[config.mk]
export PLATFORM = sky130hd
export DESIGN_NAME = config_sequencer
export DESIGN_NICKNAME = d
export VERILOG_FILES = /design/src/rtl/config_pkg.sv /design/src/rtl/config_header_shift.sv /design/src/rtl/config_sequencer.sv
export SDC_FILE = /design/constraint.sdc
export NUM_CORES = 1
export LEC_CHECK = 0
export BUFFER_PORTS_ARGS = -buffer_cell sky130_fd_sc_hd__buf_2
export CAP_MARGIN = 25
export CORE_MARGIN = 3
export CORE_UTILIZATION = 50
export CTS_CLUSTER_DIAMETER = 200
export CTS_CLUSTER_SIZE = 8
export DETAILED_ROUTE_END_ITERATION = 10
export GPL_ROUTABILITY_DRIVEN = 0
export PLACE_DENSITY = 0.71
export SYNTH_ARGS = -nofsm -noshare
export SYNTH_HDL_FRONTEND = slang
export SYNTH_SLANG_ARGS = --single-unit
[constraint.sdc]
create_clock -name clk -period 1.99 [get_ports clk]
set_clock_uncertainty 0.2 [all_clocks]
set_input_delay 0.398 -clock clk [delete_from_list [all_inputs] [get_ports clk]]
set_output_delay 0.398 -clock clk [all_outputs]
set_load 0.02 [all_outputs]
[src/rtl/config_pkg.sv]
// config_pkg: sequencer states and the 16-bit frame header layout.
package config_pkg;
    typedef enum logic [1:0] {IDLE, HEADER, PAYLOAD, ERROR} state_t;
    localparam int TYPE_W   = 4;
    localparam int LEN_W    = 12;
    localparam int HDR_W    = 16;
    localparam int TYPE_LSB = 0;
    localparam int LEN_LSB  = 4;
endpackage

[src/rtl/config_header_shift.sv]
// config_header_shift: collects the serial header MSB first and strobes on its last bit.
module config_header_shift
    import config_pkg::*;
(
    input  logic             clk,
    input  logic             rst,
    input  logic             shift,
    input  logic             tdi,
    output logic             hdr_valid,
    output logic [HDR_W-1:0] hdr_word
);
    localparam int CNT_W = $clog2(HDR_W);
    logic [HDR_W-2:0] hdr_q, hdr_d;
    logic [CNT_W-1:0] cnt_q, cnt_d;
    assign hdr_word  = {hdr_q, tdi};
    assign hdr_valid = shift && cnt_q == CNT_W'(HDR_W - 1);
    // any gap in shifting restarts the bit count, so an aborted header never leaks into the next
    always_comb begin
        hdr_d = shift ? hdr_word[HDR_W-2:0] : hdr_q;
        cnt_d = shift ? cnt_q + CNT_W'(1) : '0;
    end
    always_ff @(posedge clk or posedge rst) begin
        if (rst) begin
            hdr_q <= '0;
            cnt_q <= '0;
        end else begin
            hdr_q <= hdr_d;
            cnt_q <= cnt_d;
        end
    end
endmodule

[src/rtl/config_sequencer.sv]
// config_sequencer: parses a length/type header from tdi and routes the payload to one config chain.
module config_sequencer
    import config_pkg::*;
#(
    parameter int NUM_CHAINS = 4
) (
    input  logic                  clk,
    input  logic                  rst,
    input  logic                  en,
    input  logic                  tdi,
    input  logic [NUM_CHAINS-1:0] chain_sdo,
    output logic                  tdo,
    output logic [NUM_CHAINS-1:0] chain_en,
    output logic                  chain_sdi,
    output logic [TYPE_W-1:0]     cfg_type,
    output logic [LEN_W-1:0]      cfg_length,
    output logic                  busy,
    output logic                  done,
    output logic                  err
);
    state_t                  state_q, state_d;
    logic [TYPE_W-1:0]       type_q, type_d;
    logic [LEN_W-1:0]        len_q, len_d, cnt_q, cnt_d;
    logic [NUM_CHAINS-1:0]   chain_en_q, chain_en_d, sel;
    logic                    tdo_q, tdo_d, sdi_q, sdi_d;
    logic                    busy_q, busy_d, done_q, done_d, err_q, err_d;
    logic                    hdr_valid;
    logic [HDR_W-1:0]        hdr_word;
    logic [TYPE_W-1:0]       hdr_type;
    logic [LEN_W-1:0]        hdr_len;

    config_header_shift u_hdr (
        .clk       (clk),
        .rst       (rst),
        .shift     (en && (state_q == IDLE || state_q == HEADER)),
        .tdi       (tdi),
        .hdr_valid (hdr_valid),
        .hdr_word  (hdr_word)
    );

    assign hdr_type = hdr_word[TYPE_LSB +: TYPE_W];
    assign hdr_len  = hdr_word[LEN_LSB +: LEN_W];
    assign sel      = NUM_CHAINS'(1) << type_q;

    always_comb begin
        state_d    = state_q;
        type_d     = type_q;
        len_d      = len_q;
        cnt_d      = cnt_q;
        err_d      = err_q;
        sdi_d      = sdi_q;
        done_d     = 1'b0;
        chain_en_d = '0;
        tdo_d      = state_q == PAYLOAD ? |(chain_sdo & sel) : (en ? tdi : tdo_q);
        case (state_q)
            IDLE: begin
                if (en) begin
                    state_d = HEADER;
                    err_d   = 1'b0;
                end
            end
            HEADER: begin
                if (!en) begin
                    state_d = IDLE;
                    err_d   = 1'b1;
                end else if (hdr_valid) begin
                    type_d = hdr_type;
                    len_d  = hdr_len;
                    if ({1'b0, hdr_type} >= (TYPE_W + 1)'(NUM_CHAINS)) begin
                        state_d = ERROR;
                        err_d   = 1'b1;
                    end else if (hdr_len == '0) begin
                        done_d = 1'b1;
                    end else begin
                        state_d = PAYLOAD;
                        cnt_d   = hdr_len;
                    end
                end
            end
            PAYLOAD: begin
                if (!en) begin
                    state_d = IDLE;
                    err_d   = 1'b1;
                end else begin
                    sdi_d      = tdi;
                    chain_en_d = sel;
                    cnt_d      = cnt_q != '0 ? cnt_q - LEN_W'(1) : cnt_q;
                    if (cnt_q == LEN_W'(1)) begin
                        state_d = HEADER;
                        done_d  = 1'b1;
                    end
                end
            end
            ERROR: begin
                err_d   = 1'b1;
                state_d = en ? ERROR : IDLE;
            end
        endcase
        busy_d = state_d == HEADER || state_d == PAYLOAD;
    end

    always_ff @(posedge clk or posedge rst) begin
        if (rst) begin
            state_q    <= IDLE;
            type_q     <= '0;
            len_q      <= '0;
            cnt_q      <= '0;
            chain_en_q <= '0;
            tdo_q      <= 1'b0;
            sdi_q      <= 1'b0;
            busy_q     <= 1'b0;
            done_q     <= 1'b0;
            err_q      <= 1'b0;
        end else begin
            state_q    <= state_d;
            type_q     <= type_d;
            len_q      <= len_d;
            cnt_q      <= cnt_d;
            chain_en_q <= chain_en_d;
            tdo_q      <= tdo_d;
            sdi_q      <= sdi_d;
            busy_q     <= busy_d;
            done_q     <= done_d;
            err_q      <= err_d;
        end
    end

    assign tdo        = tdo_q;
    assign chain_en   = chain_en_q;
    assign chain_sdi  = sdi_q;
    assign cfg_type   = type_q;
    assign cfg_length = len_q;
    assign busy       = busy_q;
    assign done       = done_q;
    assign err        = err_q;
endmodule
### Word-level counts from Yosys, hierarchy flattened

Cells that the tools add are included.

| operators by class | value |
|---|---|
| reductions and logical operators | 14 |
| $lt $le $gt $ge | 1 |
| mux-type cells | 34 |
| $add $sub $neg | 2 |
| bitwise operators | 1 |
| equal/unequal tests | 17 |
| shift-type cells | 1 |

Operator list:

| cell | count |
|---|---|
| 12-bit 2-to-1 mux | 6 |
| 12-bit one-hot mux with 2 select lines | 1 |
| 2-bit 2-to-1 mux | 8 |
| 2-bit inequality test, second input constant | 7 |
| 1-bit 2-to-1 mux | 13 |
| 12-bit by 1-bit == test with 1-bit output, second input constant | 1 |
| 12-bit logical NOT | 1 |
| 4-bit 2-to-1 mux | 3 |
| 12-bit nonzero test | 1 |
| 12-bit by 1-bit subtractor with 12-bit output, second input constant | 1 |
| 2-bit one-hot mux with 4 select lines | 1 |
| 7-bit AND reduction | 1 |
| 2-bit == test, second input constant | 3 |
| 4-bit by 1-bit adder with 4-bit output, second input constant | 1 |
| 4-bit bitwise AND | 1 |
| 2-bit by 1-bit == test with 1-bit output, second input constant | 2 |
| 4-bit == test, second input constant | 1 |
| 4-bit by 3-bit greater-or-equal comparator with 1-bit output, second input constant | 1 |
| 1-bit one-hot mux with 4 select lines | 1 |
| 4-bit AND reduction | 1 |
| 2-bit nonzero test | 2 |
| 4-bit OR reduction | 1 |
| 1-bit by 4-bit left shift with 4-bit output, first input constant | 1 |
| 3-bit by 2-bit inequality test with 1-bit output, second input constant | 1 |
| other kinds (8) | 10 |

| storage, ports and cells | value |
|---|---|
| word-level logic and storage cells | 82 |
| register bits after elaboration | 58 |
| input bits | 8 |
| output and inout port bits | 25 |

### Depth between registers and ports, before layout

Gate-level depths: netlist (run 1).

| depth | value |
|---|---|
| word-level depth | 9 |
| gate-level depth with buffers | 8 |
| depth with buffers taken out | 7 |

### Modules after synthesis

From an unflattened synthesis (run 1), not the netlist that was laid out.

| unflattened totals | value |
|---|---|
| cell total of the unflattened synthesis | 249 |
| area, all modules | 2,904.0 sq um |

Modules (own cells, without submodules):

| module | area each (sq um) | cells an instance | times used | seq. area each (sq um) |
|---|---|---|---|---|
| config_sequencer | 2,095.8 | 201 | 1 | 975.9 |
| config_header_shift | 808.3 | 48 | 1 | 475.5 |

### Worst setup path after synthesis (run 1)

Ideal clock, no wire load.

| timing path | value |
|---|---|
| path type | reg2reg |
| start | reg state_q[1] |
| end | reg type_q[0] (netlist: cfg_type[0]) |
| required time | 1,665 ps |
| setup time | 125 ps |
| cell stages (with the launch flop) | 7 |
| period minus slack after synthesis | 2,040 ps |
| buffers on the path | 1 |
| path slack | -50 ps |
| arrival time | 1,715 ps |
| path through | dfrtp_1 -> inv_1 -> ha_1 -> nand2_1 -> nor2_2 -> buf_2 -> mux2_2 |

| on the way | value |
|---|---|
| longest elaborated chain between the ends | 5 |
| elaborated cells on any way between the ends | 6 |
| classes of those cells | 1 x eq/ne; 5 x reduce/logical |

RTL lines:

| element | RTL line | RTL |
|---|---|---|
| start: declaration | config_sequencer.sv:21 | `state_t state_q, state_d;` |
| start signal: assignment | config_sequencer.sv:115 | `state_q <= state_d;` |
| 2-bit by 1-bit == test with 1-bit output / 2-bit logical NOT (equally long branches) | config_sequencer.sv:35, config_sequencer.sv:55 |  |
| 1-bit logical OR | config_sequencer.sv:35 | `.shift (en && (state_q == IDLE \|\| state_q == HEADER)),` |
| 1-bit logical AND | config_sequencer.sv:35 |  |
| 1-bit logical AND | config_header_shift.sv:16 | `assign hdr_valid = shift && cnt_q == CNT_W'(HDR_W - 1);` |
| 3-bit AND reduction (no source line) * | - |  |
| end signal: assignment | config_sequencer.sv:116 | `type_q <= type_d;` |
| end: declaration | config_sequencer.sv:22 | `logic [TYPE_W-1:0] type_q, type_d;` |

Mark *: on every way between the ends. The rest lies on a longest branch, timed or not.
A chain may end at the register's enable or synchronous reset.

### Final worst setup path (run 1)

| timing path | value |
|---|---|
| start | reg state_q[0] |
| end | reg done_q (netlist: done) |

| on the way | value |
|---|---|
| longest elaborated chain between the ends | 7 |
| elaborated cells on any way between the ends | 9 |
| classes of those cells | 2 x eq/ne; 3 x mux; 4 x reduce/logical |

RTL lines:

| element | RTL line | RTL |
|---|---|---|
| 2-bit by 1-bit == test with 1-bit output / 2-bit logical NOT (equally long branches) | config_sequencer.sv:35, config_sequencer.sv:55 |  |
| 1-bit logical OR | config_sequencer.sv:35 |  |
| 1-bit logical AND | config_sequencer.sv:35 |  |
| 1-bit logical AND | config_header_shift.sv:16 |  |
| 1-bit 2-to-1 mux | config_sequencer.sv:66 | `end else if (hdr_valid) begin` |
| 1-bit 2-to-1 mux | config_sequencer.sv:63 | `if (!en) begin` |
| 1-bit one-hot mux with 2 select lines * | config_sequencer.sv:55 | `case (state_q)` |
| net done_d | config_sequencer.sv:26 | `logic busy_q, busy_d, done_q, done_d, err_q, err_d;` |
| end signal: assignment | config_sequencer.sv:123 | `done_q <= done_d;` |
| end: declaration | config_sequencer.sv:26 |  |

Mark *: on every way through the listed nets, which the timed path passes. The rest lies on a longest branch.

==> results of run 1 <==
-- sequential cells by signal, summed over array words and instances (netlist names) --
signal       count
busy             1
cfg_length      12
cfg_type         4
chain_en         4
chain_sdi        1
cnt_q           12
done             1
err              1
state_q          2
tdo              1
u_hdr.cnt_q      4
u_hdr.hdr_q     15
-- power groups by stage --
| stage | Combinational, mW | Clock (mW) | Sequential (mW) |
|---|---|---|---|
| 2_1_floorplan | 0.573 | 0 | 1.65 |
| 5_1_grt | 1.30 | 1.03 | 1.64 |
| 4_1_cts | 1.07 | 0.970 | 1.60 |
| 3_5_place_dp | 1.06 | 0 | 1.61 |
| 3_3_place_gp | 1.03 | 0 | 1.61 |
| 6_report | 1.18 | 0.959 | 1.62 |
-- cell usage after synthesis, drive strengths merged (5+ instances only) --
| cell type | count |
|---|---|
| a21oi | 7 |
| a31oi | 6 |
| buf | 12 |
| dfrtp | 58 |
| ha | 9 |
| inv | 9 |
| mux2 | 31 |
| nand2 | 11 |
| nand3 | 5 |
| nor2 | 24 |
| nor3 | 9 |
| nor4 | 6 |
| o21ai | 26 |
-- worst max path at each step --
stage / startpoint / endpoint / slack, ns / depth (start not counted)
2_1_floorplan: state_q[1]$_DFF_PP0_ / busy$_DFF_PP0_ / 0.006 / 7
3_3_place_gp: cnt_q[0]$_DFFE_PP0P_ / cnt_q[3]$_DFFE_PP0P_ / -0.003 / 8
3_5_place_dp: cnt_q[0]$_DFFE_PP0P_ / cnt_q[3]$_DFFE_PP0P_ / -0.05 / 8
4_1_cts: cnt_q[1]$_DFFE_PP0P_ / busy$_DFF_PP0_ / 0.003 / 8
5_1_grt: state_q[0]$_DFF_PP0_ / done$_DFF_PP0_ / -0.09 / 9
6_report: state_q[0]$_DFF_PP0_ / done$_DFF_PP0_ / 0.02 / 9
-- timing repair --
item | 4_1_cts | 5_1_grt
setup endpoints to repair | 7 | 15
hold endpoints to repair | 57 | 0
setup buffers | 2 | 5
hold buffers | 1 | 0
resized for setup | 8 | 37
pin swaps | 3 | 14
-- cells in the final DEF (no fill, tap or decap), types with 2 or more instances in the layout --
cell	count
a21oi_1	7
a31oi_1	5
and3_1	2
buf_2	32
buf_4	41
buf_6	5
clkbuf_8	10
clkinv_2	3
clkinvlp_4	3
dfrtp_1	57
ha_1	3
ha_2	3
ha_4	3
inv_1	4
inv_2	4
mux2_2	31
mux2i_1	2
nand2_1	11
nand3_1	3
nand3b_1	3
nand4_1	2
nor2_1	22
nor2_4	2
nor3_1	4
nor3_2	3
nor3_4	2
nor4_1	2
nor4_4	4
o21ai_0	12
o21ai_1	12
o22a_1	2
o2bb2ai_1	3
or3b_4	2
xor2_1	2
-- per-stage QoR --
stage                TNS, ns  util (%)
finish                     0      69.0
global route          -0.275      69.0
CTS                        0      65.7
detailed placement    -0.114      61.7
global placement    -0.00283      61.7
floorplan                  0         -
-- routing by layer --
layer	routed length [um]	part of all wire, %
met1	3120	46
met2	3260	48
met5	0	0
met3	280	4.1
met4	156	2.3
-- area by class of cell --
| cell class | instances | area (sq um) | share of cell area [%] |
|---|---|---|---|
| Timing Repair Buffer | 81 | 569 | 14.7 |
| Multi-Input combinational cell | 175 | 1550 | 40.0 |
| Inverter | 9 | 37.5 | 0.970 |
| Tap cell | 72 | 90.1 | 2.33 |
| Clock inverter | 5 | 30.0 | 0.776 |
| Clock buffer | 11 | 141 | 3.65 |
| Sequential cell | 58 | 1450 | 37.5 |
-- worst reg2reg max path, cell delays in order (launching register included) --
cell and delay (ns):
dfrtp_1 0.36, inv_2 0.06, buf_6 0.12, ha_4 0.16
o21ai_4 0.17, buf_4 0.30, nor2_1 0.07, nand2_1 0.08
o21ai_0 0.12, and3_1 0.22
-- kinds of logic (layout without fill, tap and decap cells) --
group	Yosys count	count (layout)	share of synthesized area, %
buf+inv	22	106	3.85
xor+xnor	3	3	0.889
fa+ha+maj	9	9	3.81
compound gates	55	55	12.7
simple gates	74	74	16.3
mux	34	34	13.3
flops	58	58	49.1
==> impl_results.md, run 1 <==
- Area post-placement: 0.00346 sq mm
- Clock power share: 25.5%
- Clock sink total: 58
- Initial Utilization: 52.7%
- Area Growth Syn to Fin: 31.0%
- EDFF count, synth: 0
- Tightest Hold Check Type: in2reg
- Area of the mapped netlist: 0.00296 sq mm
- CP max stage delay: 0.36 ns
- Top_reg_cell synth: dfrtp_1
- Final setup margin: 0.0169 ns
- Total Wirelength: 6820 um
- Synth async-reset ratio: 100%
- Overflow after GRT: 0
- Clk Latency, worst-skew pair: 0.34 ns
- Post-synthesis area per instance: 11.6 sq um
- Clk buf depth: 2
- Worst-path fanout max: 21
- GRT Total Usage: 20.8%
- Top-area cell type share of the netlist area: 49.1%
- Tcrit/Tclk final: 99.2%
- Syn nets: 272
- Via count: 2324
- Largest cells by area after synthesis: dfrtp_1 (49%), mux2_2 (12%), ha_1 (3.8%)
- Number of synthesized register bits: 58
- Fin. Hold Viols: 0
- Post-DRT Antenna Nets: 0
- Ports: 33
- Critical path class: reg2reg
- CP required: 2.02 ns
- Count of warnings emitted by yosys: 0
- Hold path endpoint: chain_sdi$_DFFE_PP0P_
- Largest net degree at the start of global routing: 36
- Die area: 0.00687 sq mm
- Internal power: 2.47 mW
- Hold depth: 2
- Slowest cell on crit path: dfrtp_1
- Mapped Cells: 255
- Iter 0 DRT Violations: 186
- Met2 Use GR: 31.5%
- Area leader, netlist: dfrtp_1
- Reg2reg setup slack: 0.02 ns
- Critical path startpoint category: register
- Final Critical Period: 1.97 ns
- Inst Count DP: 387
- Family with the most delay on the worst path: buffers and inverters
- Final Instance Area: 0.00387 sq mm
- Drt wl/cell: 16.6 um
- Vias in the first global route: 2310
- ANT cells: 0
- DRC Markers: 0
- TritonCTS Buffers: 9
- Total power: 3.76 mW
- Bufs and invs on worst path: 3
- Fill cells: 419
- Pwr/cell area: 971 mW/mm^2
- Leakage power: 1.77 nW
- H-tree Lvls: 3
- Status: finished, final reports clean
- Highest clock rate: 507 MHz
- Max Cap Viol: 0
- Via-per-instance ratio: 5.65
- TritonCTS clock tree: yes
- Worst-path cell chain: inv_2, buf_6, ha_4, o21ai_4, buf_4, nor2_1, nand2_1, o21ai_0, and3_1
- Met3 Use GR: 4.27%
- Sw Share: 34.4%
- Sequential share of power: 43.2%
- Worst setup EP type: register
- DR pass1 iterations: 4
- Hold WS: 0.154 ns
- Switch Pwr: 1.29 mW
- Slew HR: 70.4%
- First-pass GRT wire length: 11400 um
- Proportion of layout cells with a drive suffix above 1: 50.1%
- Pre-CTS setup slack: -0.0538 ns
- HPWL after DPL: 4540 um
- Grt met1 use: 28.7%
- Worst Path Arrival: 2.01 ns
- Final Setup Violations: 0
- Synth unique cells: 58
- Worst Reg-to-Reg Cells: 9
- Nets: 351
- Final Max Slew Viols: 0
- Port bufs: 32
- Core area: 0.00561 sq mm
- Maximum VDD drop: 0.736 mV
- Clock slew at reported path FFs: 0.07 ns
- GR peak layer: met2
- Combinational power share: 31.3%
- Final cell count without fillers: 411
- CTS Root Buffer Type: clkbuf_8
- Sequential area share after synthesis: 49.1%
- Initial antenna violation count: 0
- RSZ-0062 raised after global routing: true
- Worst flop-to-flop path endpoint: done$_DFF_PP0_
- Hold_sp: tdi
- Reg-to-Reg Start: state_q[0]$_DFF_PP0_
- Worst Max-Slew Pin Slew: 0.444 ns
- Row count: 27
- Height of the die: 82.9 um
- Die width: 82.9 um
Note: power is estimated with default switching activity, not from simulation.
==> run 2: changes to the inputs <==
ABC_AREA = 1   (was not set)
GPL_TIMING_DRIVEN = 0   (was not set)
PLACE_DENSITY = 0.7   (was 0.71)
==> impl_results.md, run 2 <==
- Vias in the first global route: 2413 (+4.5%)
- Critical path class: reg2reg
- Final setup margin: 0.0988 ns (+0.0819 ns)
- Final cell count without fillers: 484 (+18%)
- Synth async-reset ratio: 100% (unchanged)
- Sequential cell area: 0.00145 sq mm (unchanged)
- Syn nets: 378 (+39%)
- Via-per-instance ratio: 5.09 (-9.9%)
- Combinational power share: 40.9% (+9.6 points)
- Highest clock rate: 529 MHz (+4.3%)
- First-pass GRT wire length: 11300 um (-1.3%)
- Count of warnings emitted by yosys: 0 (unchanged)
- Largest Register: u_hdr.hdr_q
- H-tree Lvls: 3 (unchanged)
- Status: finished, final reports clean
- Final Util: 62.0% (-7.0 points)
- Hold depth: 3 (+1)
- Sequential share of power: 38.6% (-4.6 points)
- Final Instance Area: 0.00352 sq mm (-9.1%)
- Reg2reg setup slack: 0.1 ns (+0.08 ns)
- Height of the die: 83.6 um (+0.84%)
- RSZ-0062 raised after global routing: true
- Max reg flops: 15 (unchanged)
- Tcrit/Tclk final: 95.0% (-4.1 points)
- Worst flop-to-flop path endpoint: cnt_q[5]$_DFFE_PP0P_
- TritonCTS clock tree: yes
- HPWL after DPL: 4620 um (+1.9%)
- Critical path startpoint category: register
- Worst-path fanout max: 10 (-52%)
- Worst Reg-to-Reg Cells: 10 (+1)
- Total Wirelength: 6410 um (-6.1%)
- Die width: 83.6 um (+0.84%)
- Clock sink total: 58 (unchanged)
- CTS Root Buffer Type: clkbuf_8
- Initial Utilization: 53.0% (+0.32 points)
- Tightest Hold Check Type: in2reg
- Slew HR: 64.9% (-5.4 points)
- Worst Max-Slew Pin Slew: 0.526 ns (+0.0817 ns)
- Commonest cells after routing, fill and taps aside: nand2_1 (86), dfrtp_1 (57), inv_1 (36)
- Mapped Cells: 361 (+42%)
- Ports: 33 (unchanged)
- Pre-CTS setup slack: -0.189 ns (-0.135 ns)
- Inst Count DP: 465 (+20%)
- DR pass1 iterations: 5 (+1)
- Count leader, synth: nand2_1
- Area leader, netlist: dfrtp_1
- Overflow after GRT: 0 (unchanged)
- Clk Latency, worst-skew pair: 0.33 ns (about the same)
- Synth unique cells: 33 (-43%)
- Maximum VDD drop: 0.667 mV (-9.3%)
- Final Setup Violations: 0 (unchanged)
- Most frequent cells after synthesis: nand2_1 (86), dfrtp_1 (58), inv_1 (42)
- TNS Setup: 0 ns (unchanged)
- Met3 Use GR: 5.82% (+1.6 points)
- Area of the mapped netlist: 0.00301 sq mm (+1.8%)
- Switch Pwr: 1.84 mW (+43%)
- Top-area cell type share of the netlist area: 48.2% (-0.88 points)
- Largest cells by area after synthesis: dfrtp_1 (48%), nand2_1 (11%), inv_1 (5.2%)
- Clk buf depth: 2 (unchanged)
- Sequential area share after synthesis: 48.2% (-0.88 points)
- Hold WS: 0.118 ns (-0.0360 ns)
- Final Max Slew Viols: 0 (unchanged)
- Nets: 425 (+21%)
- Clock slew at reported path FFs: 0.07 ns (about the same)
- TritonCTS Buffers: 9 (unchanged)
- Fill cells: 503 (+20%)
- Number of synthesized register bits: 58 (unchanged)
- Leakage power: 1.73 nW (-2.2%)
- Multi-input logic area: 0.00134 sq mm (-14%)
- Initial antenna violation count: 0 (unchanged)
- Drt wl/cell: 13.2 um (-20%)
- GRT Total Usage: 19.8% (-1.0 points)
- Sw Share: 42.1% (+7.7 points)
- Worst Path Arrival: 1.91 ns (-0.10 ns)
- Top_reg_cell synth: dfrtp_1
- CP required: 2.01 ns (about the same)
- Internal power: 2.53 mW (+2.7%)
- EDFF count, synth: 0 (unchanged)
- Post-DRT Antenna Nets: 0 (unchanged)
- Hold path endpoint: u_hdr.hdr_q[0]$_DFFE_PP0P_
- Port bufs: 31 (-3.1%)
- Total power: 4.38 mW (+16%)
- Max Cap Viol: 0 (unchanged)
- Area post-placement: 0.00328 sq mm (-5.3%)
- Pwr/cell area: 1240 mW/mm^2 (+28%)
- Area Growth Syn to Fin: 17.0%
- Post-synthesis area per instance: 8.34 sq um (-28%)
- Grt met1 use: 26.1% (-2.6 points)
- Most common cell after layout, fill and taps aside: nand2_1
- Proportion of layout cells with a drive suffix above 1: 24.8% (-25 points)
- Met2 Use GR: 31.7% (+0.26 points)
- Clock power share: 20.5% (-5.0 points)
- Core area: 0.00568 sq mm (+1.2%)
- Row count: 27 (unchanged)
- Fin. Hold Viols: 0 (unchanged)
- GR peak layer: met2
- Largest net degree at the start of global routing: 40 (+11%)
- Die area: 0.00698 sq mm (+1.7%)
- ANT cells: 0 (unchanged)
- Iter 0 DRT Violations: 168 (-9.7%)
- Reg-to-Reg Start: state_q[0]$_DFF_PP0_
- DRC Markers: 0 (unchanged)
- Via count: 2465 (+6.1%)
- Worst setup EP type: register
- Final Critical Period: 1.89 ns (-0.0819 ns)
- Hold_sp: tdi
[run 2: cell type report]
| type | count | area share (%) |
|---|---|---|
| Inverter | 51 | 5.76 |
| Clock buffer | 12 | 3.84 |
| Buffer | 11 | 2.20 |
| Multi-Input combinational cell | 241 | 38.0 |
| Sequential cell | 58 | 41.3 |
| Tap cell | 72 | 2.56 |
| Timing Repair Buffer | 36 | 5.90 |
| Clock inverter | 3 | 0.498 |
[run 2: power by group through the flow]
stage	Combinational, mW	Sequential [mW]	Clock [mW]
final	1.79	1.69	0.899
after global routing	2.04	1.73	0.993
after CTS	1.75	1.67	0.918
after detailed placement	1.73	1.69	0
after global placement	1.69	1.68	0
after floorplan	1.36	1.67	0
[run 2: logic make-up (layout without fill, tap and decap cells)]
family,after synthesis,after routing,synth area share [%]
simple gates,153,153,23.6
compound gates,77,77,15.1
buf+inv,62,113,8.73
flops,58,58,48.2
fa+ha+maj,9,9,3.74
xor+xnor,2,2,0.582
[run 2: worst max-delay path by stage]
stage                               from                   endpoint  slack [ns]  cells after the start
finish              state_q[0]$_DFF_PP0_       cnt_q[5]$_DFFE_PP0P_         0.1                     10
global route        state_q[0]$_DFF_PP0_       cnt_q[0]$_DFFE_PP0P_       -0.03                      8
CTS                 state_q[1]$_DFF_PP0_  cfg_length[3]$_DFFE_PP0P_       0.006                      8
detailed placement  state_q[0]$_DFF_PP0_      cnt_q[11]$_DFFE_PP0P_       -0.19                      7
global placement    state_q[0]$_DFF_PP0_      cnt_q[11]$_DFFE_PP0P_       -0.16                      7
floorplan           state_q[0]$_DFF_PP0_       cnt_q[0]$_DFFE_PP0P_        0.21                      9
[run 2: metal layers]
| metal | vias up | share of wire, % |
|---|---|---|
| met3 | 6 | 3.9 |
| li1 | 1253 | - |
| met4 | 0 | 0.87 |
| met5 | - | 0 |
| met2 | 43 | 47 |
| met1 | 1163 | 48 |
[run 2: critical path, stage by stage, from the launching register on]
cell,delay (ns)
dfrtp_2,0.47
inv_4,0.11
ha_1,0.22
inv_2,0.07
nor2_2,0.14
a31oi_4,0.10
nand2_4,0.14
inv_6,0.07
buf_12,0.15
o21ai_2,0.05
nand2_1,0.05
[run 2: repair_timing]
item / CTS / global route
hold buffers: 1 / 0
resized for setup: 3 / 18
buffers inserted: 1 / 2
setup endpoints to repair: 9 / 39
endpoints found under the hold margin: 19 / 0
